$ cat config.mk
export PLATFORM = sky130hd
export DESIGN_NAME = load_store_unit
export DESIGN_NICKNAME = d
export VERILOG_FILES = /design/src/rtl/load_store_unit.sv
export SDC_FILE = /design/constraint.sdc
export NUM_CORES = 1
export LEC_CHECK = 0
export CAP_MARGIN = 20
export CORE_MARGIN = 2
export CORE_UTILIZATION = 40
export DETAILED_ROUTE_END_ITERATION = 12
export PLACE_DENSITY = 0.81
export SYNTH_ARGS = -nofsm -noshare
export SYNTH_HDL_FRONTEND = slang
export SYNTH_SLANG_ARGS = --single-unit
$ cat constraint.sdc
create_clock -name clk -period 6.4 [get_ports clk]
set_input_delay 0.96 -clock clk [delete_from_list [all_inputs] [get_ports clk]]
set_output_delay 0.96 -clock clk [all_outputs]
set_load 0.02 [all_outputs]
$ cat src/rtl/load_store_unit.sv
// Load/store unit for an RV32I core: accepts one memory request at a time,
// checks alignment/range/encoding, performs word reads and writes against a
// combinational-read data memory and returns an extended load result.
// Sub-word stores are done as read-modify-write of the containing word.
module load_store_unit #(
   parameter int unsigned MEM_WORDS = 1024
) (
   input  logic        clk,
   input  logic        rst_n,
   input  logic        req_valid,
   output logic        req_ready,
   input  logic        req_we,
   input  logic [2:0]  req_funct3,
   input  logic [31:0] req_addr,
   input  logic [31:0] req_wdata,
   output logic        resp_valid,
   input  logic        resp_ready,
   output logic [31:0] resp_rdata,
   output logic        resp_err,
   output logic        mem_we,
   output logic [31:0] mem_addr,
   output logic [31:0] mem_wdata,
   input  logic [31:0] mem_rdata
);

   typedef enum logic [1:0] {IDLE, RD, WR, RESP} state_t;

   state_t      state_q;
   logic        we_q;
   logic [2:0]  funct3_q;
   logic [31:0] addr_q;
   logic [15:0] wdata_q;      // only the low halfword is needed for merging
   logic [31:0] rdata_q;
   logic        err_q;
   logic        mem_we_q;
   logic [31:0] mem_wdata_q;  // full store word, or merged word for SB/SH
   logic        ready_q;
   logic        valid_q;

   // Illegal encoding, misalignment or out-of-range word index.
   function automatic logic access_err(input logic we, input logic [2:0] f3,
                                       input logic [31:0] addr);
      logic illegal;
      logic misaligned;
      logic out_of_range;
      if (we)
         illegal = f3[2] | (f3[1:0] == 2'b11);
      else
         illegal = (f3 == 3'b011) | (f3 == 3'b110) | (f3 == 3'b111);
      misaligned   = ((f3[1:0] == 2'b01) && addr[0]) ||
                     ((f3[1:0] == 2'b10) && (addr[1:0] != 2'b00));
      out_of_range = ({2'b00, addr[31:2]} >= 32'(MEM_WORDS));
      return illegal | misaligned | out_of_range;
   endfunction

   // Select the addressed byte/halfword/word and extend it.
   function automatic logic [31:0] load_extract(input logic [31:0] word,
                                                input logic [2:0] f3,
                                                input logic [1:0] off);
      logic [7:0]  b;
      logic [15:0] h;
      logic [31:0] r;
      case (off)
         2'd0:    b = word[7:0];
         2'd1:    b = word[15:8];
         2'd2:    b = word[23:16];
         default: b = word[31:24];
      endcase
      h = off[1] ? word[31:16] : word[15:0];
      case (f3)
         3'b000:  r = {{24{b[7]}}, b};
         3'b001:  r = {{16{h[15]}}, h};
         3'b100:  r = {24'h000000, b};
         3'b101:  r = {16'h0000, h};
         default: r = word;
      endcase
      return r;
   endfunction

   // Replace the byte lanes targeted by a sub-word store.
   function automatic logic [31:0] store_merge(input logic [31:0] word,
                                               input logic [15:0] wd,
                                               input logic [2:0] f3,
                                               input logic [1:0] off);
      logic [31:0] m;
      m = word;
      if (f3 == 3'b000) begin
         case (off)
            2'd0:    m[7:0]   = wd[7:0];
            2'd1:    m[15:8]  = wd[7:0];
            2'd2:    m[23:16] = wd[7:0];
            default: m[31:24] = wd[7:0];
         endcase
      end else begin
         if (off[1])
            m[31:16] = wd;
         else
            m[15:0]  = wd;
      end
      return m;
   endfunction

   // Request sequencing FSM with all outputs registered.
   always_ff @(posedge clk or negedge rst_n) begin
      if (!rst_n) begin
         state_q     <= IDLE;
         we_q        <= 1'b0;
         funct3_q    <= 3'b000;
         addr_q      <= 32'h0;
         wdata_q     <= 16'h0;
         rdata_q     <= 32'h0;
         err_q       <= 1'b0;
         mem_we_q    <= 1'b0;
         mem_wdata_q <= 32'h0;
         ready_q     <= 1'b1;
         valid_q     <= 1'b0;
      end else begin
         mem_we_q <= 1'b0;
         case (state_q)
            IDLE: begin
               if (req_valid) begin
                  we_q     <= req_we;
                  funct3_q <= req_funct3;
                  addr_q   <= req_addr;
                  wdata_q  <= req_wdata[15:0];
                  rdata_q  <= 32'h0;
                  ready_q  <= 1'b0;
                  if (access_err(req_we, req_funct3, req_addr)) begin
                     err_q   <= 1'b1;
                     valid_q <= 1'b1;
                     state_q <= RESP;
                  end else begin
                     err_q <= 1'b0;
                     if (req_we && (req_funct3 == 3'b010)) begin
                        mem_wdata_q <= req_wdata;
                        mem_we_q    <= 1'b1;
                        state_q     <= WR;
                     end else begin
                        state_q <= RD;
                     end
                  end
               end
            end
            RD: begin
               if (we_q) begin
                  mem_wdata_q <= store_merge(mem_rdata, wdata_q, funct3_q, addr_q[1:0]);
                  mem_we_q    <= 1'b1;
                  state_q     <= WR;
               end else begin
                  rdata_q <= load_extract(mem_rdata, funct3_q, addr_q[1:0]);
                  valid_q <= 1'b1;
                  state_q <= RESP;
               end
            end
            WR: begin
               valid_q <= 1'b1;
               state_q <= RESP;
            end
            default: begin
               if (resp_ready) begin
                  valid_q <= 1'b0;
                  ready_q <= 1'b1;
                  state_q <= IDLE;
               end
            end
         endcase
      end
   end

   assign req_ready  = ready_q;
   assign resp_valid = valid_q;
   assign resp_rdata = rdata_q;
   assign resp_err   = err_q;
   assign mem_we     = mem_we_q;
   assign mem_addr   = {addr_q[31:2], 2'b00};
   assign mem_wdata  = mem_wdata_q;

endmodule

==> metrics.md, run 1 <==
| Metric | Value |
|---|---|
| DR vias/cell | 5.262 |
| Via count | 5030 |
| Fillers | around 1400 |
| Core area | 15710 µm² |
| # rows | 46 |
| Finished Cell Area | 8879 µm² |
| TritonCTS Buffers | 17 |
| Fraction of registers with async set/reset | 1.000 |
| Reg2reg end | resp_rdata[17] |
| Synthesized cell area | 6351 µm² |
| Critical path endpoint | resp_rdata[17] |
| ANT nets after route | 0 |
| Final setup vio count | 0 |
| Fraction of layout cells with a size suffix above 1 | 0.1784 |
| Total gr overflow | 0 |
| Final #Nets | around 840 |
| Syn Inst Count | between 500 and 600 |
| Boundary pin count | 204 |
| Final Max Tran Viols | 0 |
| Clock sinks | 122 |
| Final Non-Filler Cells | 956 |
| Part of the power in registers | 0.301 |
| Synth area leaders | dfrtp_1 (48%), mux2_2 (9.6%), mux2_4 (7.1%), buf_4 (3.8%), o21ai_0 (3.7%) |
| Largest fanout on the critical path | 70 |
| Dpl hpwl | 13750 µm |
| Die area | 16900 µm² |
| H-tree depth | 4 |
| Largest net degree at the start of global routing | 87 |
| Ys Warns | 0 |
| Clock Pin Slew Worst Setup and Hold Paths | 0.05 ns |
| Layout area overhead | 39.80% |
| Final WL | about 19000 µm |
| Lkg Pwr | 3.963 nW |
| Number of antenna diodes | 0 |
| Cts-stage hold buffer count | 0 |
| Gate power share | 0.495 |
| First-pass GRT wire length | 28790 µm |
| Worst reg-to-reg path cell count | 7 |
| Final worst slack | 2.947 ns |
| Global Route Usage Sum | 0.2269 |
| Fmax | 289.6 MHz |
| Max Buffers Root-to-Sink | 2 |
| Initial antenna violation count | 0 |
| Switching Fraction | 0.3822 |
| RSZ-0062 raised after global routing | false |
| Sequential share of the synthesized area | 0.4809 |
| Final Hold Vio Count | 0 |
| # Post-CTS Setup Buffers | 0 |
| Most common cell in the netlist | dfrtp_1 |
| Post_cts resized | 0 |
| Number of port buffers | 201 |
| DP Worst Slack | 2.996 ns |
| Crit-path max cell delay | slightly above 0.9 ns |
| Synth area leader | dfrtp_1 |
| Syn Area/Cell | 11.20 µm² |
| Result of the run | complete, no violations |
| Max-Slew Margin vs Limit | 0.2757 |
| Clock Skew | about 0.0071 ns |
| Setup TNS | 0 ns |
| Post-synth EDFFs | 0 |
| Placed insts | between 900 and 1000 |
| CTS Root Cell | clkbuf_16 |
| Starting density of the core | 0.4042 |
| Vias in the first global route | 5281 |
| Post-synth top area share | 0.4768 |
| DRT Pass-1 Iters | 5 |
| Max VDD drop | between 200 and 300 µV |
| Max cap viols | 0 |
| Critical-path cell list | inv_1 > ha_2 > buf_4 > nor2b_1 > nand2_1 > nor2_1 > a221o_1 |
| CP Launch Type | flip-flop |
| Register-to-register path setup slack | roughly 3 ns |
| Synth cell types | 47 |
| Setup Crit Path Kind | flip-flop to flip-flop |
| Worst-margin pin slew | 1.083 ns |
| FF+latch count, synth | 122 |
| CP Capture Type | flip-flop |
| Cell-internal power | roughly 2.9 mW |
| Worst skew pair latency | 0.43 ns |
| Per-cell routed wire length | 19.43 µm |
| Final Cycle Share | 0.5395 |
| Clock network power share | 0.204 |
| FF-to-FF Start | state_q[1] |
| CTS tree | yes |
| Worst Hold Depth | 1 |
| Hold crit path type | flip-flop to flip-flop |
| Min cycle time layout | 3.453 ns |
| Crit path launch | state_q[1] |
| Power Density | 520.7 nW/µm² |
| Sw Pwr | 1.767 mW |
| Die height | 130.0 µm |
| Synth top cells by count | dfrtp_1 (121), mux2_2 (54), o21ai_0 (47) |
| Post-DP Area | about 8300 µm² |
| Die Wd | 130.0 µm |
| Top FF cell, synth | dfrtp_1 |
| WP data arrival | 3.81 ns |
| DRT iter0 DRCs | 398 |
| Routability cong. | 0.9123 |
| CP max stage cell | nor2_1 |
| WP data required | between 6 and 7 ns |
| DRC Markers | 0 |
-- sequential cells by signal, summed over array words and instances, names as in the netlist --
signal	count
state_q	2
addr_q	32
resp_valid	1
resp_err	1
funct3_q	3
resp_rdata	32
mem_we	1
mem_wdata	32
we_q	1
wdata_q	16
req_ready	1
-- routing by layer --
| layer | track usage | share of wire | vias up |
|---|---|---|---|
| met3 | 0.07134 | 0.081 | 34 |
| li1 | - | - | 2325 |
| met2 | 0.3653 | 0.47 | 223 |
| met1 | 0.2845 | 0.42 | 2448 |
| met4 | 0.09298 | 0.021 | 0 |
| met5 | 0 | 0 | - |
-- stage by stage --
stage	util	hold slack (ns)	total power [mW]
2_1_floorplan	-	0.4460	2.926
3_3_place_gp	0.5264	0.4591	3.622
3_5_place_dp	0.5264	0.4696	3.672
4_1_cts	0.5628	0.4813	4.633
5_1_grt	0.5651	0.5089	4.885
6_report	0.5651	0.4758	4.623
-- power by group through the flow --
stage,logic [mW],registers [mW],clock network (mW)
2_1_floorplan,1.45,1.48,0
3_3_place_gp,2.24,1.38,0
3_5_place_dp,2.28,1.40,0
4_1_cts,2.29,1.39,0.956
5_1_grt,2.46,1.44,0.987
6_report,2.29,1.39,0.944
-- layout by cell type, fill, tap and decap left out, drive strengths merged, types with 4 or more instances in the layout --
cell type        n
mux2            84
a21o             9
nor4             4
o221ai           8
nand2b           9
a221oi          10
a221o           16
ha               4
o22ai            8
nor2            29
inv             34
dfrtp          121
a21oi           21
nor3             5
mux2i           23
clkbuf          24
clkdlybuf4s50  200
buf              6
a32o             6
o21ai           47
clkinv           7
nand2           38
-- logic make-up (layout without fill, tap and decap cells) --
kind of cell	count (synthesis)	after routing	share of synthesized area
other	1	2	0.0005904
and+or+nand+nor	94	94	0.06816
muxes	108	108	0.2065
DFF	122	122	0.4809
buffers and inverters	101	273	0.08294
adders and majority gates	4	4	0.007881
AOI/OAI and AO/OA	137	137	0.1531
-- cell type report --
class / instances / area (µm²) / share of cell area
clock inverters: 9 / 95.09 / 0.01071
flip-flops and latches: 122 / 3054 / 0.3440
inverters: 34 / 127.6 / 0.01437
multi-input cells: 345 / 2779 / 0.3130
well taps: 216 / 270.3 / 0.03044
repair buffers: 207 / 2074 / 0.2337
clock buffers: 23 / 478.0 / 0.05383
-- worst min-delay path by stage --
stage	slack (ns)	endpoint	startpoint
after floorplan	0.45	wdata_q[10]	wdata_q[10]
after global placement	0.46	wdata_q[15]	wdata_q[15]
after detailed placement	0.47	resp_rdata[15]	resp_rdata[15]
after CTS	0.48	resp_rdata[15]	resp_rdata[15]
after global routing	0.51	resp_rdata[12]	resp_rdata[12]
final	0.48	resp_rdata[15]	resp_rdata[15]
-- critical path, delay by kind of cell, from the launching register on --
family | cells | cell delay, ns
DFF | 1 | 0.41
buffers and inverters | 2 | 0.60
and+or+nand+nor | 3 | 1.92
AOI/OAI and AO/OA | 1 | 0.30
adders and majority gates | 1 | 0.16
No activity file was read; power rests on OpenSTA's default activity.
==> run 2: changes to the inputs <==
==> constraint.sdc (replaced) <==
create_clock -name clk -period 3.2 [get_ports clk]
set_input_delay 0.48 -clock clk [delete_from_list [all_inputs] [get_ports clk]]
set_output_delay 0.48 -clock clk [all_outputs]
set_load 0.02 [all_outputs]
==> run 2 against run 1 <==
Against the previous run: sequential share of layout area fell by 0.40 points; sequential cell count unchanged; core utilization up 0.66 points; routed wire length increased by 0.34%; cell count is 1.2% higher; global-route usage grew 0.24 points; worst setup slack got worse by 2.2 ns; die area is the same; worst hold slack got worse by 0.33 ns; via count about the same; count of clock-buffer cells in the layout decreased by 6; largest cell class unchanged; largest power group unchanged.
==> metrics.md, run 2 (synthesis gave the netlist of run 1 again) <==
| Metric | Value |
|---|---|
| Result of the run | complete, no violations |
| Crit path launch | req_addr[17] |
| Fillers | 1333 (-3.0%) |
| DRT Pass-1 Iters | 4 (-1) |
| Post-DP Area | 8381 µm² (+1.3%) |
| Cts-stage hold buffer count | 0 (unchanged) |
| Area of the multi-input gates | 2779 µm² (unchanged) |
| Number of antenna diodes | 0 (unchanged) |
| Routability cong. | 0.9289 (+1.8%) |
| Largest net degree at the start of global routing | 66 (-24%) |
| Fraction of layout cells with a size suffix above 1 | 0.1944 (+0.01603) |
| Initial antenna violation count | 1 (+1) |
| Vias in the first global route | 5196 (-1.6%) |
| Number of port buffers | 201 (unchanged) |
| Clock Skew | 0.007029 ns (-0.00007624 ns) |
| Final worst slack | 0.7743 ns (-2.173 ns) |
| Global Route Usage Sum | 0.2292 (+0.002374) |
| CP Launch Type | input pin |
| Dpl hpwl | 13970 µm (+1.6%) |
| DRT iter0 DRCs | 289 (-27%) |
| DP Worst Slack | 0.3540 ns (-2.642 ns) |
| Largest fanout on the critical path | 32 (-54%) |
| Layout area overhead | 41.43% |
| CTS tree | yes |
| Max-Slew Margin vs Limit | 0.3679 (+0.09226) |
| Min cycle time layout | 2.426 ns |
| H-tree depth | 4 (unchanged) |
| Starting density of the core | 0.4042 (unchanged) |
| Via count | 5027 (-0.060%) |
| # Post-CTS Setup Buffers | 0 (unchanged) |
| Die Wd | 130.0 µm (unchanged) |
| Core Util, Final | 0.5717 (+0.006609) |
| Max Buffers Root-to-Sink | 2 (unchanged) |
| DR vias/cell | 5.199 (-1.2%) |
| Final Max Tran Viols | 0 (unchanged) |
| First-pass GRT wire length | 28990 µm (+0.67%) |
| Register area | 3054 µm² (unchanged) |
| Post_cts resized | 0 (unchanged) |
| RSZ-0062 raised after global routing | false |
| Die area | 16900 µm² (unchanged) |
| Final WL | 18640 µm (+0.34%) |
| Finished Cell Area | 8982 µm² (+1.2%) |
| WP data arrival | 2.73 ns (-1.08 ns) |
| Final Hold Vio Count | 0 (unchanged) |
| Max VDD drop | 522.9 µV (+94%) |
| DRC Markers | 0 (unchanged) |
| Fmax | 412.3 MHz |
| WP data required | 3.50 ns (-3.25 ns) |
| Per-cell routed wire length | 19.27 µm (-0.80%) |
| TritonCTS Buffers | 17 (unchanged) |
| Setup Crit Path Kind | input pin to flip-flop |
| Worst skew pair latency | 0.42 ns (about the same) |
| Clock Pin Slew Worst Setup and Hold Paths | 0.06 ns (about the same) |
| Power Density | 1044 nW/µm² (+100%) |
| Final setup vio count | 0 (unchanged) |
| Commonest non-fill, non-tap cell in the layout | clkdlybuf4s50_1 |
| Hold crit path type | input pin to async pin |
| Setup TNS | 0 ns (unchanged) |
| Boundary pin count | 204 (unchanged) |
| Worst reg-to-reg path cell count | 6 (-1) |
| Final #Nets | 846 (+1.3%) |
| Core area | 15710 µm² (unchanged) |
| # rows | 46 (unchanged) |
| Max cap viols | 0 (unchanged) |
| Die height | 130.0 µm (unchanged) |
| Worst-margin pin slew | 0.9481 ns (-0.1344 ns) |
| FF-to-FF Start | state_q[0] |
| Register-to-register path setup slack | 0.92 ns (-2.03 ns) |
| Lkg Pwr | 4.013 nW (+1.3%) |
| CTS Root Cell | clkbuf_16 |
| Critical path endpoint | mem_wdata[14] |
| Final Cycle Share | 0.7580 |
| CP Capture Type | flip-flop |
| Clock sinks | 122 (unchanged) |
| Total gr overflow | 0 (unchanged) |
| ANT nets after route | 0 (unchanged) |
| Most frequent cells in the layout | clkdlybuf4s50_1 (200), dfrtp_1 (121), mux2_2 (54), o21ai_0 (47), nand2_1 (37) |
| Reg2reg end | resp_rdata[26] |
## run 2: cell types whose count changed in the layout (fill, tap and decap cells not counted), sizes merged
cell	previous run	this run
buf	6	18
bufinv	2	3
clkbuf	24	17
clkinv	7	8
clkinvlp	0	3
inv	34	35
## run 2: worst min-delay path by stage
stage / to / depth (start not counted)
after floorplan: addr_q[0] / 0
after global placement: wdata_q[15] / 2
after detailed placement: resp_rdata[15] / 1
after CTS: wdata_q[4] / 1
after global routing: addr_q[15] / 1
final: addr_q[10] / 1
## run 2: worst max-delay path, stage by stage
cell	delay (ns)
clkdlybuf4s50_1	0.43
or4_4	0.55
a221oi_2	0.23
nand4_2	0.18
o22a_4	0.45
mux2_4	0.38
## run 2: metal layers
metal | part of all wire | global-route usage
met1 | 0.41 | 0.2842
met3 | 0.086 | 0.07421
met2 | 0.49 | 0.3788
met4 | 0.018 | 0.07906
met5 | 0.00059 | 0
## run 2: metrics by stage
step | std cells | power (mW) | hold WS, ns
finish | 967 | 9.379 | 0.1468
global route | 967 | 9.945 | 0.2273
CTS | 967 | 9.428 | 0.1901
detailed placement | 935 | 7.434 | 0.4694
global placement | 935 | 7.341 | 0.4590
floorplan | 568 | 5.851 | 0.1844
## run 2: cell type report
cell class              instances  area share
flip-flops and latches        122      0.3400
multi-input cells             345      0.3094
repair buffers                218      0.2393
clock buffers                  17     0.04736
well taps                     216     0.03009
clock inverters                15     0.01964
inverters                      34     0.01421
## run 2: power by group
group,switching [mW],internal [mW]
Combinational,2.33,2.35
Sequential,0.525,2.22
Clock,0.728,1.22
